### config.mk
export PLATFORM = sky130hd
export DESIGN_NAME = purge_controller
export DESIGN_NICKNAME = d
export VERILOG_FILES = /design/src/rtl/spr_pkg.sv /design/src/rtl/purge_cell.sv /design/src/rtl/purge_controller.sv
export SDC_FILE = /design/constraint.sdc
export NUM_CORES = 1
export LEC_CHECK = 0
export ABC_AREA = 1
export CAP_MARGIN = 5
export CORE_MARGIN = 4
export CORE_UTILIZATION = 43
export CTS_CLUSTER_DIAMETER = 60
export DETAILED_ROUTE_END_ITERATION = 16
export PLACE_DENSITY = 0.75
export REMOVE_ABC_BUFFERS = 1
export SYNTH_ARGS = -nofsm -noshare
export SYNTH_HDL_FRONTEND = slang
export SYNTH_SLANG_ARGS = --single-unit
### constraint.sdc
create_clock -name clk -period 2.95 [get_ports clk]
set_clock_uncertainty 0.2 [all_clocks]
set_input_delay 0.59 -clock clk [delete_from_list [all_inputs] [get_ports clk]]
set_output_delay 0.59 -clock clk [all_outputs]
set_load 0.02 [all_outputs]
### src/rtl/spr_pkg.sv
// Shared definitions for the redundancy-management blocks: per-module state encoding and default sizing.
package spr_pkg;

  localparam int N_DEF        = 6;
  localparam int THR_DEF      = 4;
  localparam int MISS_LIM_DEF = 3;

  typedef enum logic [1:0] {
    ACTIVE  = 2'd0,
    SUSPECT = 2'd1,
    PURGED  = 2'd2
  } mod_state_t;

endpackage

### src/rtl/purge_cell.sv
// Per-module health tracker: counts consecutive disagreements with the vote and purges at MISS_LIM.
// State updates one edge after the sample; no backpressure, a sample is consumed every valid cycle.
module purge_cell
  import spr_pkg::*;
#(
  parameter int MISS_LIM = MISS_LIM_DEF
) (
  input  logic clk,
  input  logic rst_n,
  input  logic sample,
  input  logic clear,
  input  logic bit_out,
  input  logic voted,
  output logic en,
  output logic purge
);

  mod_state_t st, st_nxt;
  logic [3:0] miss, miss_nxt;
  logic [4:0] miss_inc;
  logic       mismatch;

  assign mismatch = bit_out ^ voted;
  assign miss_inc = {1'b0, miss} + 5'd1;
  assign en       = (st != PURGED);

  always_ff @(posedge clk or negedge rst_n) begin
    if (!rst_n) begin
      st   <= ACTIVE;
      miss <= 4'd0;
    end else begin
      st   <= st_nxt;
      miss <= miss_nxt;
    end
  end

  always_comb begin
    st_nxt   = st;
    miss_nxt = miss;
    purge    = 1'b0;
    if (clear) begin
      st_nxt   = ACTIVE;
      miss_nxt = 4'd0;
    end else if (sample && st != PURGED) begin
      if (!mismatch) begin
        st_nxt   = ACTIVE;
        miss_nxt = 4'd0;
      end else if (miss_inc >= 5'(MISS_LIM)) begin
        // An ACTIVE module has miss=0, so MISS_LIM=1 purges straight from ACTIVE.
        st_nxt   = PURGED;
        miss_nxt = 4'd0;
        purge    = 1'b1;
      end else begin
        st_nxt   = SUSPECT;
        miss_nxt = miss_inc[3:0];
      end
    end
  end

endmodule

### src/rtl/purge_controller.sv
// Purging switch for N-modular redundancy: gates purged modules, tracks live count and sticky fail.
// Outputs update one edge after a valid sample; no backpressure, samples are frozen while fail is set.
module purge_controller
  import spr_pkg::*;
#(
  parameter int N        = N_DEF,
  parameter int THR      = THR_DEF,
  parameter int MISS_LIM = MISS_LIM_DEF
) (
  input  logic                     clk,
  input  logic                     rst_n,
  input  logic                     valid,
  input  logic [N-1:0]             mod_out,
  input  logic                     voted,
  input  logic                     clear,
  output logic [N-1:0]             mod_gated,
  output logic [N-1:0]             mod_en,
  output logic [$clog2(N+1)-1:0]   alive_cnt,
  output logic                     purge_evt,
  output logic [N-1:0]             purge_mask,
  output logic                     fail
);

  localparam int AW = $clog2(N + 1);

  logic [N-1:0]  purge_vec;
  logic [AW-1:0] alive_nxt;
  logic          sample;

  assign sample    = valid & ~fail;
  assign mod_gated = mod_out & mod_en;

  for (genvar g = 0; g < N; g++) begin : g_cell
    purge_cell #(.MISS_LIM(MISS_LIM)) u_cell (
      .clk     (clk),
      .rst_n   (rst_n),
      .sample  (sample),
      .clear   (clear),
      .bit_out (mod_out[g]),
      .voted   (voted),
      .en      (mod_en[g]),
      .purge   (purge_vec[g])
    );
  end

  // Live count now, and the count that will hold after this edge's purges land.
  always_comb begin
    alive_cnt = '0;
    alive_nxt = '0;
    for (int i = 0; i < N; i++) begin
      alive_cnt = alive_cnt + AW'(mod_en[i]);
      alive_nxt = alive_nxt + AW'(mod_en[i] & ~purge_vec[i]);
    end
  end

  always_ff @(posedge clk or negedge rst_n) begin
    if (!rst_n) begin
      purge_evt  <= 1'b0;
      purge_mask <= '0;
      fail       <= 1'b0;
    end else if (clear) begin
      purge_evt  <= 1'b0;
      purge_mask <= '0;
      fail       <= 1'b0;
    end else begin
      purge_evt  <= |purge_vec;
      purge_mask <= purge_vec;
      if (int'(alive_nxt) < THR) fail <= 1'b1;
    end
  end

endmodule
---- Word level (Yosys, flattened, before mapping) ----
Index checks and enable logic that the tools add are counted.
storage, ports and cells
  output and inout bits ................... 23
  latch bits .............................. 0
  ROM bits ................................ 0
  register bits after elaboration ......... 44
  logic and storage cells ................. 155
  memories ................................ 0
  bits in writable memories ............... 0
  bits of input ports ..................... 11
cells by class
  shifts and indexed selects .............. 0
  magnitude comparators ................... 7
  divide/modulo/power cells ............... 0
  $mul .................................... 0
  eq/ne operators ......................... 6
  bitwise operators ....................... 21
  multiplexer cells ....................... 76
  add/sub/neg operators ................... 16
  reduce and logical (&&, ||, !) cells .... 14
operators with widths
  kind                                                                                 number
  4-bit 2-to-1 mux                                                                     24
  2-bit 2-to-1 mux                                                                     24
  4-bit by 1-bit adder with 5-bit output, second input constant                        6
  5-bit by 2-bit greater-or-equal comparator with 1-bit output, second input constant  6
  1-bit 2-to-1 mux                                                                     27
  1-bit by 3-bit AND with 3-bit output                                                 6
  1-bit NOT with 3-bit output                                                          6
  3-bit adder                                                                          5
  2-bit nonzero test                                                                   7
  2-bit != test, second input constant                                                 6
  3-bit by 1-bit adder with 3-bit output                                               3
  6-bit AND                                                                            1
  1-bit logical AND                                                                    6
  6-bit 2-to-1 mux                                                                     1
  6-bit OR reduction                                                                   1
  1-bit XOR                                                                            6
  2-bit by 1-bit adder with 3-bit output                                               1
  3-bit < comparator, second input constant                                            1
  1-bit by 1-bit adder with 2-bit output                                               1
  1-bit AND                                                                            1
  1-bit NOT                                                                            1

---- Longest topological paths before layout ----
Gate-level depths: netlist (run 1).
  depth in word-level cells ............... 16
  mapped depth ............................ 17
  depth with buffers taken out ............ 17

---- Cells and area by module ----
From an unflattened synthesis (run 1), not the netlist that was laid out.
second synthesis, totals
  cells, all modules ...................... 337
  area total of the unflattened synthesis .. 2607.5 µm²
modules (own cells, without submodules)
  module            seq. area each (µm²)  cells each  area each (µm²)  times used
  purge_cell        150.1                 45          346.6            6
  purge_controller  200.2                 67          528.0            1

---- Worst setup path before layout (run 1) ----
No wires, ideal clock.
  path type ............................... register -> output
  from .................................... reg g_cell[3].u_cell.st[0]
  to ...................................... out alive_cnt[1]
  cell stages (with the launch flop) ...... 7
  data arrival time ....................... 2.344 ns
  slack ................................... -0.184 ns
  data required time ...................... 2.160 ns
  path buffers ............................ 0
  path through ............................ dfrtp_1 > nor2_1 > fa_1 > fa_1 > inv_1 > ha_1 > fa_1
between the ends
  word-level cells in the longest chain between the ends .. 4
ends and longest elaborated chain
  element                                              RTL line                RTL
  start: declaration                                   purge_cell.sv:18        mod_state_t st, st_nxt;
  start signal: assignment                             purge_cell.sv:32        st <= st_nxt;
  2-bit != test                                        purge_cell.sv:25        assign en = (st != PURGED);
  3-bit by 1-bit adder with 3-bit output (3 in a row)  purge_controller.sv:51  alive_cnt = alive_cnt + AW'(mod_en[i]);
  end: declaration                                     purge_controller.sv:18  output logic [$clog2(N+1)-1:0] alive_cnt,
No other way between the ends.

---- Worst setup path after layout (run 1) ----
  from .................................... reg g_cell[0].u_cell.st[1]
  to ...................................... out alive_cnt[1]
between the ends
  word-level cells in the longest chain between the ends .. 6
ends and longest elaborated chain
  element                                              RTL line
  start: declaration                                   purge_cell.sv:18
  start signal: assignment                             purge_cell.sv:32
  2-bit != test                                        purge_cell.sv:25
  1-bit by 1-bit adder with 2-bit output               purge_controller.sv:51
  2-bit by 1-bit adder with 3-bit output               purge_controller.sv:51
  3-bit by 1-bit adder with 3-bit output (3 in a row)  purge_controller.sv:51
No other way between the ends.

==> results of run 1 <==
[layer usage]
layer	up-vias	part of all wire (%)	track usage [%]
met5	-	0	0
li1	1092	-	-
met2	37	51	28.3
met4	0	0.96	3.80
met3	6	3.9	4.15
met1	992	44	20.7
[sequential cells by signal (all words and copies together) (netlist names)]
name,count
purge_mask,6
g_cell.u_cell.miss,24
fail,1
purge_evt,1
g_cell.u_cell.st,12
[cell families after synthesis]
group                      Yosys count  synth area share, %
buffers and inverters               70                 11.5
and+or+nand+nor                    153                 26.8
AOI/OAI and AO/OA                   20                 4.44
xor gates and xnor gates             5                 1.77
DFF                                 44                 44.4
adders and majority gates           19                 11.1
[Yosys cell counts]
master	number
ha_1	14
nor2_4	3
a21oi_2	1
nand2_2	4
a21oi_1	2
nor2_2	3
buf_4	6
nor3b_1	1
nand3b_1	1
nor2_1	34
xnor2_1	1
nand4_1	4
o21ai_1	10
nand3_2	2
nand3_1	14
xor2_1	4
nand2_1	86
inv_2	6
nor3_1	1
inv_1	58
o21ai_2	1
o21ai_0	5
o21a_1	1
fa_1	5
dfrtp_1	44
[layout by cell type, fill, tap and decap left out]
master and n:
ha_4 3, nor2_1 31, dlygate4sd2_1 4, nand3_1 14, ha_1 11, nand3b_1 1
xnor2_1 1, o21a_1 1, nand2_1 78, nor2_2 3, o21ai_2 1, xor2_2 1
nor3b_1 1, nand3_2 2, buf_6 3, a21oi_2 3, inv_2 17, clkdlybuf4s50_1 24
buf_2 1, bufinv_16 2, dlymetal6s2s_1 1, inv_1 47, nor2_4 6, buf_4 48
nand4_1 4, clkbuf_8 5, o21ai_1 10, dfrtp_1 42, nand2_2 12, fa_2 2
fa_1 3, o21ai_0 5, nor3_1 1, xor2_1 3, dfrtp_2 2
[final cells by class]
| type | count | area share [%] |
|---|---|---|
| Sequential cell | 44 | 32.1 |
| Tap cell | 72 | 2.62 |
| Multi-Input combinational cell | 197 | 34.6 |
| Inverter | 64 | 6.98 |
| Clock buffer | 5 | 2.00 |
| Clock inverter | 2 | 1.74 |
| Timing Repair Buffer | 81 | 20.0 |
[power groups by stage]
stage / clock network [W] / registers [W] / logic (W)
floorplan: 0 / 0.000680 / 0.000196
global placement: 0 / 0.000670 / 0.000380
detailed placement: 0 / 0.000672 / 0.000387
CTS: 0.000546 / 0.000662 / 0.000414
global route: 0.000572 / 0.000670 / 0.000488
finish: 0.000534 / 0.000664 / 0.000444
[stage by stage]
step / power, W / setup WS, ns / instance area (um^2)
after floorplan: 0.000877 / -0.304 / 2430
after global placement: 0.00105 / -0.672 / 3130
after detailed placement: 0.00106 / -0.695 / 3130
after CTS: 0.00162 / -0.502 / 3350
after global routing: 0.00173 / -0.598 / 3440
final: 0.00164 / -0.546 / 3440
[worst paths after layout]
check / startpoint / endpoint / slack [ns] / depth (start not counted)
max: g_cell[0].u_cell.st[1] / alive_cnt[1] / -0.55 / 8
min: rst_n / g_cell[2].u_cell.miss[3] / 0.24 / 1
max reg2reg: g_cell[3].u_cell.miss[0] / fail / -0.04 / 17
min reg2reg: g_cell[5].u_cell.st[1] / g_cell[5].u_cell.st[1] / 0.29 / 2
max in group asynchronous: rst_n / g_cell[0].u_cell.miss[1] / 1.64 / 1
min in group clk: g_cell[5].u_cell.st[1] / g_cell[5].u_cell.st[1] / 0.29 / 2
[worst register-to-register path, delay by kind of cell (launching register included)]
kind            cells  cell delay [ns]
buf+inv             3             0.17
fa+ha+maj           4             1.26
flops               1             0.40
simple gates        9             0.77
compound gates      1             0.11
[what timing repair did]
item | CTS | global route
gates resized for setup | 42 | 17
endpoints found under the setup margin | 4 | 4
setup buffers | 6 | 5
pin swaps | 15 | 7
==> key figures, run 1 <==
Floorplanning
  • Die Height: 83.9 um
  • # IOs: 34
  • Area of the die: 0.00704 mm^2
  • Initial core utilization: 44.7%
  • Die X: approximately 84 um
  • FP Rows: 27
  • Core area: roughly 0.0055 mm^2

Pwr
  • Switch share: between 20 and 30%
  • Comb power frac: 27.0%
  • Switch Pwr: between 0.0004 and 0.0005 W
  • Reg power frac: around two fifths
  • Pwr/cell area: about 480 mW/mm^2
  • VDD IR-drop max: 0.000262 V
  • Clock share of power: approximately 33%
  • LEAKAGE: between 1.5 and 2 nW
  • Internal power: approximately 0.0012 W

Clocking
  • Root Driver: clkbuf_8
  • Clock Sinks: 44
  • Worst-skew pair later-pin latency: 0.29 ns
  • Max Root-Sink Buffers: 2
  • CTS tree: done
  • Htree depth: 2
  • CTS Buf Count: 5
  • Hold buffers post-CTS: 0
  • Register clock-pin slew on the reported worst setup and hold paths: 0.08 ns

STA
  • Final setup viols: 4
  • Peak Freq: between 200 and 300 MHz
  • Worst hold slack: between 0.2 and 0.25 ns
  • Hold Vio Cnt, Final: 0
  • Fin crit period: approximately 3.5 ns
  • Tcrit/Tclk final: 118%
  • Worst Tran Pin Value: 0.966 ns
  • Final worst slack: -0.546 ns
  • Max Slew Vio Count: 0
  • RSZ-0062 raised after global routing: yes
  • Relative slew slack: 35.6%
  • Setup TNS: -1.06 ns

Logic synthesis
  • Seq/Total Area, Yosys: about 44%
  • Area contributors post-synth: dfrtp_1 44%, nand2_1 13%, inv_1 8.8%
  • Mapped Area: 0.00248 mm^2
  • Cells after Synth: 311
  • Area leader, netlist: dfrtp_1
  • Syn_area_per_cell: approximately 8 um^2
  • Synth warn: 0
  • Synth cell types: 25
  • Post-synth top area share: 44.4%
  • Synth Register Bits: 44

Routing
  • Drt via density: between 4 and 5
  • Routed WL: 5.53 mm
  • DR pass1 iterations: 4
  • WL/cell: between 10 and 15 um
  • Antenna Nets Post-Route: 0
  • Vias: approximately 2100
  • DRT iter0 DRCs: 70
  • Drc violations: 0

Critical path
  • Max incr delay on CP: between 0.5 and 0.6 ns
  • Worst path bufs/invs: 3
  • Crit Path Class: flop to primary output
  • Data arrival, critical path: 2.71 ns
  • Data required time at the worst endpoint: 2.16 ns
  • CP Max Fanout: 2
  • Element type at the critical path end: primary output
  • Critical Path, Cell by Cell: inv_2, nor2_4, fa_1, fa_1, inv_2, ha_4, fa_2, buf_6
  • Delay-heaviest family, CP: adder cells
  • Slowest cell on the critical path: fa_2
  • Startpoint types: flop

Layout
  • Reg area: around 0.0011 mm^2
  • Area occupied by multi-input gates: roughly 0.0012 mm^2
  • Fin nets: 423
  • End-of-flow core utilization: between 60% and 70%
  • Inserted Diodes: 0
  • Non-filler instance count after layout: approximately 470
  • Share of cells above drive strength 1: between 20% and 30%
  • Synth-to-layout area growth: 38.9%
  • FILL cells: 452

Placed design
  • Placed cells: roughly 450
  • I/O Buffers: 33
  • GP Congestion: 0.783
  • DP HPWL: about 4.1 mm

GRT
  • Largest net degree at the start of global routing: 45
  • Total GRT Usage: ~16%
  • First-pass GRT wire length: ~9.5 mm
  • Remaining global-route overflow: 0
  • Initial antenna violation count: 0
  • Number of global-route vias before repair: 2139

Flow run
  • Max-Cap Viols: 0

Status
  • Result of the run: complete, but fails checks
  • Failing checks: negative setup slack

Worst hold path
  • Class of the worst hold path: primary input to async pin
(Power assumes the default switching activity.)
==> run 2: changes to the inputs <==
Settings changed: TNS_END_PERCENT from default to 5.
==> run 2 against run 1 <==
Effect of this change:
- the flow still finishes with violations (negative setup slack)
- sequential power about the same
- register-to-register slack got worse by 0.08 ns
- worst hold slack worse by 0.0038 ns
- sequential cell count unchanged
- combinational power decreased by 9.9%
- sequential share of layout area is 1.3 points higher
- critical path depth unchanged
- maximum frequency rose by 2.3%
- setup slack improved by 0.079 ns
- critical endpoint unchanged
- power is 2.8% lower
- cell count down 2.4%
==> key figures, run 2 (synthesis gave the netlist of run 1 again) <==
Floorplanning
  • Die Height: 83.9 um (unchanged)
  • # IOs: 34 (unchanged)
  • FP Rows: 27 (unchanged)
  • Initial core utilization: 44.7% (unchanged)
  • Area of the die: 0.00704 mm^2 (unchanged)
  • Die X: 83.9 um (unchanged)
  • Core area: 0.00554 mm^2 (unchanged)

Routing
  • Vias: 2072 (-2.6%)
  • Drt via density: 4.56 (-0.23%)
  • WL/cell: 11.5 um (-3.5%)
  • Routed WL: 5.21 mm (-5.8%)
  • DRT iter0 DRCs: 74 (+5.7%)
  • Drc violations: 0 (unchanged)
  • Antenna Nets Post-Route: 0 (unchanged)
  • DR pass1 iterations: 6 (+2)

GRT
  • Remaining global-route overflow: 0 (unchanged)
  • Largest net degree at the start of global routing: 45 (unchanged)
  • Initial antenna violation count: 0 (unchanged)
  • Total GRT Usage: 15.8% (-0.66 points)
  • Number of global-route vias before repair: 2059 (-3.7%)
  • First-pass GRT wire length: 9.07 mm (-4.0%)

Layout
  • Most frequent cells in the layout: 81 x nand2_1, 53 x inv_1, 44 x dfrtp_1, 37 x buf_4, 31 x nor2_1
  • Fin nets: 412 (-2.6%)
  • Inserted Diodes: 0 (unchanged)
  • Biggest regs: g_cell.u_cell.miss (24), g_cell.u_cell.st (12), purge_mask (6)
  • Share of cells above drive strength 1: 22.0% (-6.3 points)
  • End-of-flow core utilization: 59.6% (-2.6 points)
  • Design area: 0.00330 mm^2 (-4.1%)
  • Number of flip-flops in the largest register: 24 (unchanged)
  • Reg with most FFs: g_cell.u_cell.miss
  • Synth-to-layout area growth: 33.1%
  • Commonest non-fill, non-tap cell in the layout: nand2_1

Critical path
  • Crit path from: g_cell[0].u_cell.st[1]
  • CP Max Fanout: 2 (unchanged)
  • Startpoint types: flop
  • Worst r2r src: g_cell[0].u_cell.miss[0]
  • Data arrival, critical path: 2.63 ns (-0.08 ns)
  • Element type at the critical path end: primary output
  • Data required time at the worst endpoint: 2.16 ns (about the same)
  • Flop2flop setup slack: -0.12 ns (-0.08 ns)
  • Crit Path Class: flop to primary output

STA
  • Fin crit period: 3.42 ns (-0.0790 ns)
  • Hold Vio Cnt, Final: 0 (unchanged)
  • Worst Tran Pin Value: 0.961 ns (-0.00509 ns)
  • Peak Freq: 293 MHz (+2.3%)
  • Final worst slack: -0.467 ns (+0.0790 ns)
  • Final setup viols: 4 (unchanged)
  • Tcrit/Tclk final: 116% (-2.7 points)
  • Relative slew slack: 36.0% (+0.34 points)
  • Max Slew Vio Count: 0 (unchanged)
  • RSZ-0062 raised after global routing: yes

Pwr
  • LEAKAGE: 1.80 nW (-3.5%)
  • Pwr/cell area: 484 mW/mm^2 (+1.4%)
  • VDD IR-drop max: 0.000272 V (+3.9%)

Clocking
  • Worst-skew pair later-pin latency: 0.30 ns (about the same)
  • CTS Buf Count: 5 (unchanged)
  • Register clock-pin slew on the reported worst setup and hold paths: 0.08 ns (about the same)
  • Htree depth: 2 (unchanged)
  • Clock Sinks: 44 (unchanged)
  • CTS tree: done
  • Hold buffers post-CTS: 0 (unchanged)
  • Setup bufs post-CTS: 0 (-6)
  • Max Root-Sink Buffers: 2 (unchanged)
  • Root Driver: clkbuf_8

Status
  • Result of the run: complete, but fails checks
  • Failing checks: negative setup slack

Flow run
  • Max-Cap Viols: 0 (unchanged)

Placed design
  • I/O Buffers: 33 (unchanged)
  • GP Congestion: 0.783 (unchanged)
  • Placed Area: 0.00313 mm^2 (unchanged)
  • DP HPWL: 4.10 mm (unchanged)

Worst hold path
  • Class of the worst hold path: primary input to async pin
-- run 2: cell count changes in the layout (fill, tap and decap cells not counted), sizes merged --
cell and delta:
buf -11, clkdlybuf4s50 +5, dlygate4sd2 -4, dlymetal6s2s -1
-- run 2: layout make-up --
type	instances	area, um^2
clock inverters	2	60.1
multi-input cells	197	1130
flip-flops and latches	44	1100
clock buffers	5	68.8
fillers	474	2240
well taps	72	90.1
repair buffers	70	607
inverters	64	240
-- run 2: where the power goes --
group	internal (W)	switching (W)	total, W
logic	0.000182	0.000218	0.000400
clock network	0.000333	0.000201	0.000534
registers	0.000637	0.0000250	0.000662
total	0.00115	0.000444	0.00160
-- run 2: per-stage QoR --
step | setup slack, ns | instances | TNS, ns | hold slack, ns | power, W
floorplan | -0.304 | 305 | -0.525 | 0.0944 | 0.000877
global placement | -0.672 | 447 | -2.02 | 0.265 | 0.00105
detailed placement | -0.695 | 447 | -2.10 | 0.267 | 0.00106
CTS | -0.502 | 454 | -1.26 | 0.273 | 0.00161
global route | -0.540 | 454 | -1.50 | 0.308 | 0.00168
finish | -0.467 | 454 | -1.16 | 0.234 | 0.00160
-- run 2: path summary, 6_finish.rpt --
| kind | cells after the start | endpoint |
|---|---|---|
| min in group clk | 2 | g_cell[2].u_cell.st[1] |
| worst max-delay path | 8 | alive_cnt[1] |
| worst min-delay path | 1 | g_cell[2].u_cell.miss[3] |
| max in group asynchronous | 1 | g_cell[5].u_cell.miss[3] |
| worst max register to register | 17 | fail |
| worst min register to register | 2 | g_cell[2].u_cell.st[1] |
-- run 2: worst max-delay path, cell delays in order (launching register included) --
cell and delay (ns):
dfrtp_1 0.38, inv_2 0.07, nor2_4 0.05, fa_1 0.49, fa_1 0.50, inv_1 0.04, ha_2 0.16, fa_1 0.51
buf_6 0.13
-- run 2: repair_timing --
action,in CTS,in global routing
pin swaps,4,4
hold endpoints to repair,0,0
setup endpoints to repair,4,4
gates resized for setup,26,10
-- run 2: per-layer routing --
layer	wire length [um]	share of wire [%]	vias up	GRT usage, %
li1	-	-	1074	-
met1	2360	45	952	20.1
met2	2580	49	39	26.4
met3	211	4.0	7	4.15
met4	55	1.1	0	4.24
met5	0	0	-	0
